===== src/rtl/cv32e41s_pkg.sv =====
// Shared constants and types for the xsecure LFSR: default taps and seed, the per-cycle
// controller operation, and the fields the LFSR exports into the xsecure control bundle.
package cv32e41s_pkg;

  localparam logic [31:0] LFSR_POLY_DEFAULT = 32'h8000_0057;
  localparam logic [31:0] LFSR_SEED_DEFAULT = 32'h2AA5_5AA5;

  // Decoded per cycle, priority LOAD > RECOVER > STEP > IDLE
  typedef enum logic [1:0] {
    LfsrIdle    = 2'd0,
    LfsrStep    = 2'd1,
    LfsrLoad    = 2'd2,
    LfsrRecover = 2'd3
  } lfsr_op_e;

  typedef struct packed {
    logic [31:0] lfsr0;
    logic        cntrst;
  } xsecure_ctrl_t;

endpackage


===== src/rtl/cv32e41s_lfsr_step.sv =====
// One Galois LFSR step: shift right, fold the tap mask in when the dropped bit is set.
module cv32e41s_lfsr_step #(
  parameter logic [31:0] POLY = 32'h8000_0057
) (
  input  logic [31:0] lfsr_i,
  output logic [31:0] lfsr_o
);

  assign lfsr_o = (lfsr_i >> 1) ^ (lfsr_i[0] ? POLY : 32'h0);

endmodule


===== src/rtl/cv32e41s_xsecure_lfsr.sv =====
// Seedable LFSR for dummy/hint instruction randomisation, with lockup recovery to a
// fixed seed and a registered counter-reset request on every seed or cpuctrl write.
module cv32e41s_xsecure_lfsr
  import cv32e41s_pkg::*;
#(
  parameter logic [31:0] LFSR_POLY         = LFSR_POLY_DEFAULT,
  parameter logic [31:0] LFSR_DEFAULT_SEED = LFSR_SEED_DEFAULT
) (
  input  logic        clk,
  input  logic        rst,
  input  logic        enable_i,
  input  logic        shift_i,
  input  logic        seed_we_i,
  input  logic [31:0] seed_wdata_i,
  input  logic        cpuctrl_we_i,
  output logic [31:0] lfsr_o,
  output logic [31:0] seed_rdata_o,
  output logic        cntrst_o,
  output logic        lockup_o
);

  logic [31:0] r_lfsr;
  logic        r_cntrst;
  logic        r_lockup;

  logic [31:0] w_lfsr_step;
  logic [31:0] w_lfsr_d;
  logic        w_lockup_d;
  logic        w_seed_zero;
  lfsr_op_e    w_op;

  cv32e41s_lfsr_step #(
    .POLY (LFSR_POLY)
  ) u_step (
    .lfsr_i (r_lfsr),
    .lfsr_o (w_lfsr_step)
  );

  assign w_seed_zero = (seed_wdata_i == 32'h0);

  always_comb begin
    w_op = LfsrIdle;
    if (seed_we_i) begin
      w_op = LfsrLoad;
    end else if (r_lfsr == 32'h0) begin
      w_op = LfsrRecover;
    end else if (shift_i && enable_i) begin
      w_op = LfsrStep;
    end
  end

  always_comb begin
    w_lfsr_d   = r_lfsr;
    w_lockup_d = 1'b0;
    unique case (w_op)
      LfsrLoad: begin
        // A zero seed would lock the LFSR, so it is replaced and flagged
        w_lfsr_d   = w_seed_zero ? LFSR_DEFAULT_SEED : seed_wdata_i;
        w_lockup_d = w_seed_zero;
      end
      LfsrRecover: begin
        w_lfsr_d   = LFSR_DEFAULT_SEED;
        w_lockup_d = 1'b1;
      end
      LfsrStep: w_lfsr_d = w_lfsr_step;
      LfsrIdle: w_lfsr_d = r_lfsr;
      default:  w_lfsr_d = r_lfsr;
    endcase
  end

  always_ff @(posedge clk or posedge rst) begin
    if (rst) begin
      r_lfsr   <= LFSR_DEFAULT_SEED;
      r_cntrst <= 1'b0;
      r_lockup <= 1'b0;
    end else begin
      r_lfsr   <= w_lfsr_d;
      r_cntrst <= seed_we_i | cpuctrl_we_i;
      r_lockup <= w_lockup_d;
    end
  end

  assign lfsr_o       = r_lfsr;
  assign seed_rdata_o = r_lfsr;
  assign cntrst_o     = r_cntrst;
  assign lockup_o     = r_lockup;

endmodule


===== config.mk =====
export PLATFORM = sky130hd
export DESIGN_NAME = cv32e41s_xsecure_lfsr
export DESIGN_NICKNAME = d
export VERILOG_FILES = /design/src/rtl/cv32e41s_pkg.sv /design/src/rtl/cv32e41s_lfsr_step.sv /design/src/rtl/cv32e41s_xsecure_lfsr.sv
export SDC_FILE = /design/constraint.sdc
export NUM_CORES = 1
export LEC_CHECK = 0
export ABC_AREA = 1
export CORE_UTILIZATION = 40
export CTS_CLUSTER_DIAMETER = 80
export DETAILED_ROUTE_END_ITERATION = 8
export DONT_BUFFER_PORTS = 1
export PLACE_DENSITY_LB_ADDON = 0.1
export SLEW_MARGIN = 20
export SYNTH_ARGS = -nofsm -noshare
export SYNTH_HDL_FRONTEND = slang
export SYNTH_HIERARCHICAL = 1
export SYNTH_SLANG_ARGS = --single-unit

===== constraint.sdc =====
create_clock -name clk -period 2.49 [get_ports clk]
set_input_delay 0 -clock clk [delete_from_list [all_inputs] [get_ports clk]]
set_output_delay 0 -clock clk [all_outputs]
set_load 0.02 [all_outputs]

# After elaboration in Yosys (flattened, before gate mapping)
# Cells that the tools add are included.
# totals
register_bits	34
output_inout_bits	66
wordCells	19
# classes
n_bitwise	2
n_reduce_logical	4
muxes	7
n_eq_ne	3
# ops
operator	n
$pmux 32 s3	1
$logic_not 32->1	2
$mux 32	2
$xor 31x32->32	1
$eq 2x2->1 const B	2
$mux 2	2
$eq 2x1->1 const B	1
$logic_not 2->1	1
$pmux 1 s2	1
$logic_and 1x1->1	1
$mux 1	1
$or 1x1->1	1

# Logic depth before layout (Yosys ltp)
# Gate-level depths: netlist of the first run.
# depth
depth_word	6
depth_mapped	10
depth_no_buf	9

# By module
# The synthesis of the first run kept the hierarchy.
# modules_own_cells
mod	area_each_um2	instances	cells_per_inst
cv32e41s_xsecure_lfsr	2457.4	1	349
cv32e41s_lfsr_step	281.5	1	48

# Worst setup path after synthesis of the first run
# Ideal clock, no wire load.
# synth_path
path_type	flip-flop to flip-flop
startpoint	register r_lfsr[0], in the netlist lfsr_o[0]
endpoint	register r_lfsr[1], in the netlist lfsr_o[1]
path_stages_with_launch	11
synth_period_minus_slack_ns	1.534
required_time_ns	2.364
path_slack_ns	0.956
arrival_time_ns	1.408
cell_sequence	dfstp_2 > nor2_1 > nand2_1 > nor2_2 > nand2_2 > inv_1 > nand2_2 > nand3_4 > buf_6 > nor2_1 > a21oi_2
# synth_via
elab_chain_len	5
elab_cells_between_ends	10
# synth_lines
item	line_no	source
start, declared	cv32e41s_xsecure_lfsr.sv:22	logic [31:0] r_lfsr;
start signal, assigned	cv32e41s_xsecure_lfsr.sv:77	r_lfsr <= w_lfsr_d;
$logic_not 32->1	cv32e41s_xsecure_lfsr.sv:45	end else if (r_lfsr == 32'h0) begin
$mux 2	cv32e41s_xsecure_lfsr.sv:45	
$mux 2	cv32e41s_xsecure_lfsr.sv:43	if (seed_we_i) begin
$eq 2x1->1 / $eq 2x2->1 (equally long branches)	cv32e41s_xsecure_lfsr.sv:55	unique case (w_op)
$pmux 32 s3	cv32e41s_xsecure_lfsr.sv:55	
# Parallel ways exist; a longest one is shown, timed or not.
# A chain may end at the register's enable or synchronous reset.

# Worst setup path after layout of the first run
# layout_path
startpoint	register r_lfsr[9], in the netlist lfsr_o[9]
endpoint	register r_lfsr[13], in the netlist lfsr_o[13]
# layout_via
elab_chain_len	5
elab_cells_between_ends	8
# layout_lines
item	line_no
$logic_not 32->1 *	cv32e41s_xsecure_lfsr.sv:45
$mux 2 *	cv32e41s_xsecure_lfsr.sv:45
$mux 2 *	cv32e41s_xsecure_lfsr.sv:43
$eq 2x1->1 / $eq 2x2->1 (equally long branches)	cv32e41s_xsecure_lfsr.sv:55
$pmux 32 s3	cv32e41s_xsecure_lfsr.sv:55
# Mark *: on every way between the ends. The rest lies on a longest branch, timed or not.

==> reports/results.tsv, run 1 <==
metric	value	unit
core_area	0.006495	mm2
clkTransAtPathRegs	0.08	ns
crit_arrival	2.07	ns
p_int	967.9	uW
ioPinCount	104	
yosysTopAreaCell	dfrtp_1	
nNetsFinal	415	
yosysUniqueCellTypes	22	
crit_required	2.66	ns
yosysWarningCount	6	
holdPathStages	4	
final.setup.worst_slack	0.5882	ns
port-buffer-count	0	
drc	7	
area_delta_synth_final	2.467	%
num_vias	2303	
drtIter0Drc	140	
synthTopCellsByArea	dfrtp_1, buf_4, dfstp_2, nand2_1, nor2_1	
finalHoldViolCount	0	
layout-drive-gt1-share	15.08	%
ys_seq_elements	34	
dp_hpwl	4.762	mm
cts_root_buf	clkbuf_8	
max_slew_margin	66.34	%
ant_nets	0	
pre_cts_slack	0.6476	ns
vias_per_cell	5.062	
leakagePower	0.001385	uW
period_share	76.38	%
grt_overflow	0	
final_common_cell	nand2_1	
grt_max_degree	35	
syn_inst	397	
ctsResizeCount	0	
grt_use_total	21.26	%
clock_sinks	34	
dieWidth	84.75	um
critical_path_class	reg -> reg	
rows	29	
fp.dieH	84.75	um
hold_path_end	lfsr_o[5]	
htree_levels	2	
tightest_slew	0.5044	ns
first_pass_iters	7	
clkLatencyLatePin	0.29	ns
grt_pass1_wl	11.90	mm
end_kind	flip-flop	
numCtsBuffers	5	
setup_violations	0	
switching_share	38.99	%
r2r_end	lfsr_o[13]	
finClkSkew	0.005135	ns
wl	7.246	mm
p_sw	618.5	uW
critPathLaunchType	flip-flop	
rsz0062_at_grt	no	
wl_per_cell	15.93	um
rrSetupSlack	0.59	ns
finalMaxSlewViolations	0	
violations	DRC	
antenna_found_initial	0	
globalplace.congestion	0.7929	
tritoncts	built	
clk_path_buf_depth	2	
synth_seq_area_share	31.75	%
r2r_cells	9	
post-route-min-period	1.902	ns
pwr-share-clk	26.2	%
p_comb_share	21.7	%
first_global_vias	2374	
tns	0	ns
path_max_fanout	19	
hold_path.class	in -> reg	
syn_nets	435	
status	complete, but fails checks	
max_freq	0.5258	GHz
r2r-start	lfsr_o[9]	
cap_violations	0	
design.die.area	0.007182	mm2
num_antenna_cells	0	
post-cts-setup-buffers	0	
p_per_area	565.3	mW/mm2
avgSynthCellArea	6.899	um2
synth_top_area_share	17.36	%
ir_drop	196.1	uV
seqPwrFrac	52.1	%
synth_area	0.002739	mm2
worstHoldStart	seed_we_i	
initial_core_util	42.17	%
final_cell_mix	nand2_1, nor2_1, nand3_1	
==> repair_timing <==
item,in CTS,in global routing
hold endpoints to repair,53,0
endpoints found under the setup margin,0,0
hold buffers,36,0
==> stage by stage <==
stage	std cells	total power [uW]	cell area (um2)	hold WS, ns	utilization, %
finish	455	1586	2806	0.05857	43.21
floorplan	397	1189	2739	0.1093	-
detailed placement	411	1134	2366	0.03648	36.43
global route	455	1676	2806	0.06655	43.21
CTS	455	1594	2806	0.05331	43.21
global placement	411	1131	2366	0.03692	36.43
==> metal layers <==
| metal | GRT usage [%] | vias up | share of wire [%] |
|---|---|---|---|
| met5 | 0 | - | 0 |
| met4 | 7.242 | 0 | 0.79 |
| met3 | 4.621 | 6 | 6.0 |
| met2 | 35.62 | 81 | 49 |
| met1 | 27.16 | 1070 | 44 |
| li1 | - | 1146 | - |
==> cell usage after synthesis <==
library cell  instances
a21oi_1              10
a21oi_2               9
buf_2                 9
buf_4                61
buf_6                 5
dfrtp_1              19
dfstp_2              15
inv_1                42
inv_2                 2
nand2_1              68
nand2_2               2
nand2_4               1
nand3_1              47
nand3_2               1
nand3_4               1
nand4_1               1
nor2_1               63
nor2_2                3
nor2_4                3
o21ai_0              23
o21ai_1               9
or2_2                 3
==> worst max path at each step <==
stage	from	end	slack (ns)
after floorplan	lfsr_o[0]	lfsr_o[1]	0.96
after global placement	lfsr_o[10]	lfsr_o[6]	0.65
after detailed placement	lfsr_o[10]	lfsr_o[6]	0.65
after CTS	lfsr_o[10]	lfsr_o[6]	0.64
after global routing	lfsr_o[20]	lfsr_o[13]	0.48
final	lfsr_o[9]	lfsr_o[13]	0.59
==> worst max-delay path: stages (launching register included) <==
cell and delay [ns]:
dfstp_2 0.69, nor2_1 0.08, nand2_1 0.11, nor2_1 0.06
nand2_1 0.13, inv_1 0.07, nand2_2 0.08, nand3_4 0.23
nor2_1 0.26, a21oi_2 0.06
==> power by group through the flow <==
stage / Clock, uW / Sequential, uW / Combinational, uW
6_report: 416 / 827 / 344
5_1_grt: 449 / 840 / 386
4_1_cts: 421 / 828 / 345
3_5_place_dp: 0 / 838 / 297
3_3_place_gp: 0 / 837 / 294
2_1_floorplan: 0 / 781 / 408
==> sequential cells by signal, indices dropped and copies added, names as in the netlist <==
| signal | cells |
|---|---|
| lockup_o | 1 |
| cntrst_o | 1 |
| lfsr_o | 32 |
==> logic make-up after synthesis <==
family                 after synthesis  synth area share, %
flip-flops                          34                31.75
AND/OR/NAND/NOR                    193                31.25
buffers and inverters              119                26.45
AO/OA/AOI/OAI                       51                10.55
==> area by class of cell <==
cell class / instances / area, um2
Inverter: 44 / 165.2
Timing Repair Buffer: 48 / 450.4
Multi-Input combinational cell: 244 / 1145
Sequential cell: 34 / 869.6
Fill cell: 711 / 3689
Clock buffer: 8 / 80.08
Tap cell: 77 / 96.34
Power figures use the tool's default switching activity.
==> inputs of run 2 (changes only) <==
ABC_AREA = 0   (was 1)
clock period = 1.6 ns   (was 2.49 ns; I/O delays follow)
==> run 2 against run 1 <==
  * Clock skew is 0.00058 ns lower
  * Sequential cell count did not move
  * Critical endpoint is now lfsr_o[19]
  * Global-route usage is 1.6 points lower
  * First-iteration DRC count fell by 9.3%
  * The flow now finishes without violations
  * Sequential share of layout area up 1.7 points
  * Combinational power grew 150%
  * Worst hold slack lost 0.0042 ns
==> reports/results.tsv, run 2 <==
metric	value	unit	change
grt_overflow	0		unchanged
crit_required	1.76	ns	-0.90 ns
final_cell_mix	buf_4, dlygate4sd3_1, dfrtp_1		
finalHoldViolCount	0		unchanged
critPathLaunchType	flip-flop		
place_inst	257		-37%
p_per_area	941.0	mW/mm2	+66%
htree_levels	2		unchanged
ioPinCount	104		unchanged
clkLatencyLatePin	0.28	ns	about the same
yosysUniqueCellTypes	19		-14%
vias_per_cell	5.721		+13%
wl	6.013	mm	-17%
async_reset_ff_share	100.0	%	unchanged
synthTopCellsByArea	dfrtp_1, buf_4, dfstp_2, mux2_2, mux2i_1		
max_freq	0.6507	GHz	+24%
tns	0	ns	unchanged
synth-main-ff-cell	dfrtp_1		
initial_core_util	41.69	%	-0.48 points
clk_path_buf_depth	2		unchanged
largest_reg_flops	32		unchanged
globalplace.congestion	0.7868		-0.77%
setup_violations	0		unchanged
dpl_cell_area	0.002182	mm2	-7.8%
drtIter0Drc	127		-9.3%
num_antenna_cells	0		unchanged
synth_top_area_share	20.59	%	+3.2 points
critical_path_class	reg -> reg		
first_pass_iters	4		-3
clkTransAtPathRegs	0.07	ns	about the same
drc	0		-7
design_area	0.002664	mm2	-5.1%
multi_input_area	939.7	um2	-18%
antenna_found_initial	0		unchanged
final_common_cell	buf_4		
end_kind	flip-flop		
cts_root_buf	clkbuf_8		
first_global_vias	1746		-26%
rows	27		-6.9%
port-buffer-count	0		unchanged
path_max_fanout	33		+14
grt_use_total	19.71	%	-1.6 points
total_power	2507	uW	+58%
nFillCells	544		-23%
synth_area	0.002310	mm2	-16%
layout-drive-gt1-share	42.79	%	+28 points
period_share	96.05	%	+20 points
wl_per_cell	19.98	um	+25%
holdPathStages	3		-1
num_vias	1722		-25%
synth_seq_area_share	37.65	%	+5.9 points
numCtsBuffers	5		unchanged
register_area	869.6	um2	unchanged
fin_cells	301		-34%
nNetsFinal	266		-36%
area_delta_synth_final	15.33	%	
r2r_cells	5		-4
post-route-min-period	1.537	ns	-0.3651 ns
ir_drop	478.7	uV	+140%
synth_edf_count	0		unchanged
ant_nets	0		unchanged
leakagePower	0.001128	uW	-19%
tightest_slew	0.4663	ns	-0.03810 ns
yosysWarningCount	6		unchanged
cap_violations	0		unchanged
syn_nets	258		-41%
dieWidth	77.99	um	-8.0%
finalMaxSlewViolations	0		unchanged
design.die.area	0.006082	mm2	-15%
core_area	0.005540	mm2	-15%
avgSynthCellArea	10.50	um2	+52%
clock_sinks	34		unchanged
grt_max_degree	53		+51%
grt_pass1_wl	9.128	mm	-23%
status	complete, no violations		
netlist_top_cells_count	buf_4, dfrtp_1, nand2_1		
ys_seq_elements	34		unchanged
fp.dieH	77.99	um	-8.0%
yosysMostFrequentCell	buf_4		
syn_inst	220		-45%
hold_path.class	in -> reg		
dp_hpwl	3.901	mm	-18%
yosysTopAreaCell	dfrtp_1		
crit_arrival	1.69	ns	-0.38 ns
postLayoutCoreUtil	48.08	%	+4.9 points
tritoncts	built		
finClkSkew	0.004552	ns	-0.0005828 ns
max_slew_margin	68.63	%	+2.3 points
## run 2: cell count changes after synthesis, sizes merged, moves of 17 or more
cell	previous run	this run
a21oi	19	0
inv	44	1
mux2i	0	17
nand2	71	18
nand3	49	0
nor2	69	2
o21ai	32	1
o31ai	0	17
## run 2: layout make-up
| type | count | share of cell area [%] |
|---|---|---|
| Clock buffer | 8 | 3.006 |
| Timing Repair Buffer | 74 | 25.55 |
| Tap cell | 72 | 3.382 |
| Multi-Input combinational cell | 112 | 35.27 |
| Sequential cell | 34 | 32.64 |
| Inverter | 1 | 0.1409 |
## run 2: critical path, cell delays in order, from the launching register on
cell and delay (ns):
dfrtp_1 0.40, nor4_2 0.35, nand4_1 0.16, nor2_2 0.17, buf_12 0.21, o31ai_1 0.11
## run 2: worst paths after layout
| check | to | slack [ns] | start |
|---|---|---|---|
| min in group asynchronous | lfsr_o[15] | 0.26 | rst |
| hold reg to reg | lfsr_o[31] | 0.78 | lfsr_o[0] |
| setup / recovery | lfsr_o[19] | 0.06 | lfsr_o[24] |
| setup reg to reg | lfsr_o[19] | 0.06 | lfsr_o[24] |
| hold / removal | lfsr_o[10] | 0.05 | seed_we_i |
| max in group asynchronous | lfsr_o[29] | 0.99 | rst |
## run 2: repair_timing
item / 4_1_cts / 5_1_grt
hold buffers: 18 / 18
endpoints found under the setup margin: 33 / 33
resized for setup: 1 / 4
setup buffers: 0 / 0
endpoints found under the hold margin: 53 / 33
cloned: 0 / 0
## run 2: metal layers
layer / global-route usage [%] / part of all wire, %
met5: 0 / 0
met4: 5.000 / 0.95
met3: 6.000 / 7.1
met2: 31.68 / 46
met1: 25.79 / 46
## run 2: cells by family after synthesis
group	count (synthesis)	share of synthesized area [%]
AND/OR/NAND/NOR	41	9.047
multiplexers	33	15.17
flip-flops	34	37.65
buffers and inverters	74	23.02
XOR/XNOR	5	1.896
AO/OA/AOI/OAI	33	13.22
## run 2: report_power, final
part	total, uW	switching [uW]	leakage (uW)	internal, uW
Sequential	1040	64.2	0.000388	980
Clock	609	300	0.0000395	309
Combinational	853	508	0.000700	345
## run 2: metrics by stage
stage	setup slack, ns	hold slack (ns)
floorplan	0.09435	0.1093
global placement	-0.02598	0.02150
detailed placement	-0.02793	0.02581
CTS	0.003171	-0.2000
global route	-0.04868	0.06786
finish	0.06325	0.05439
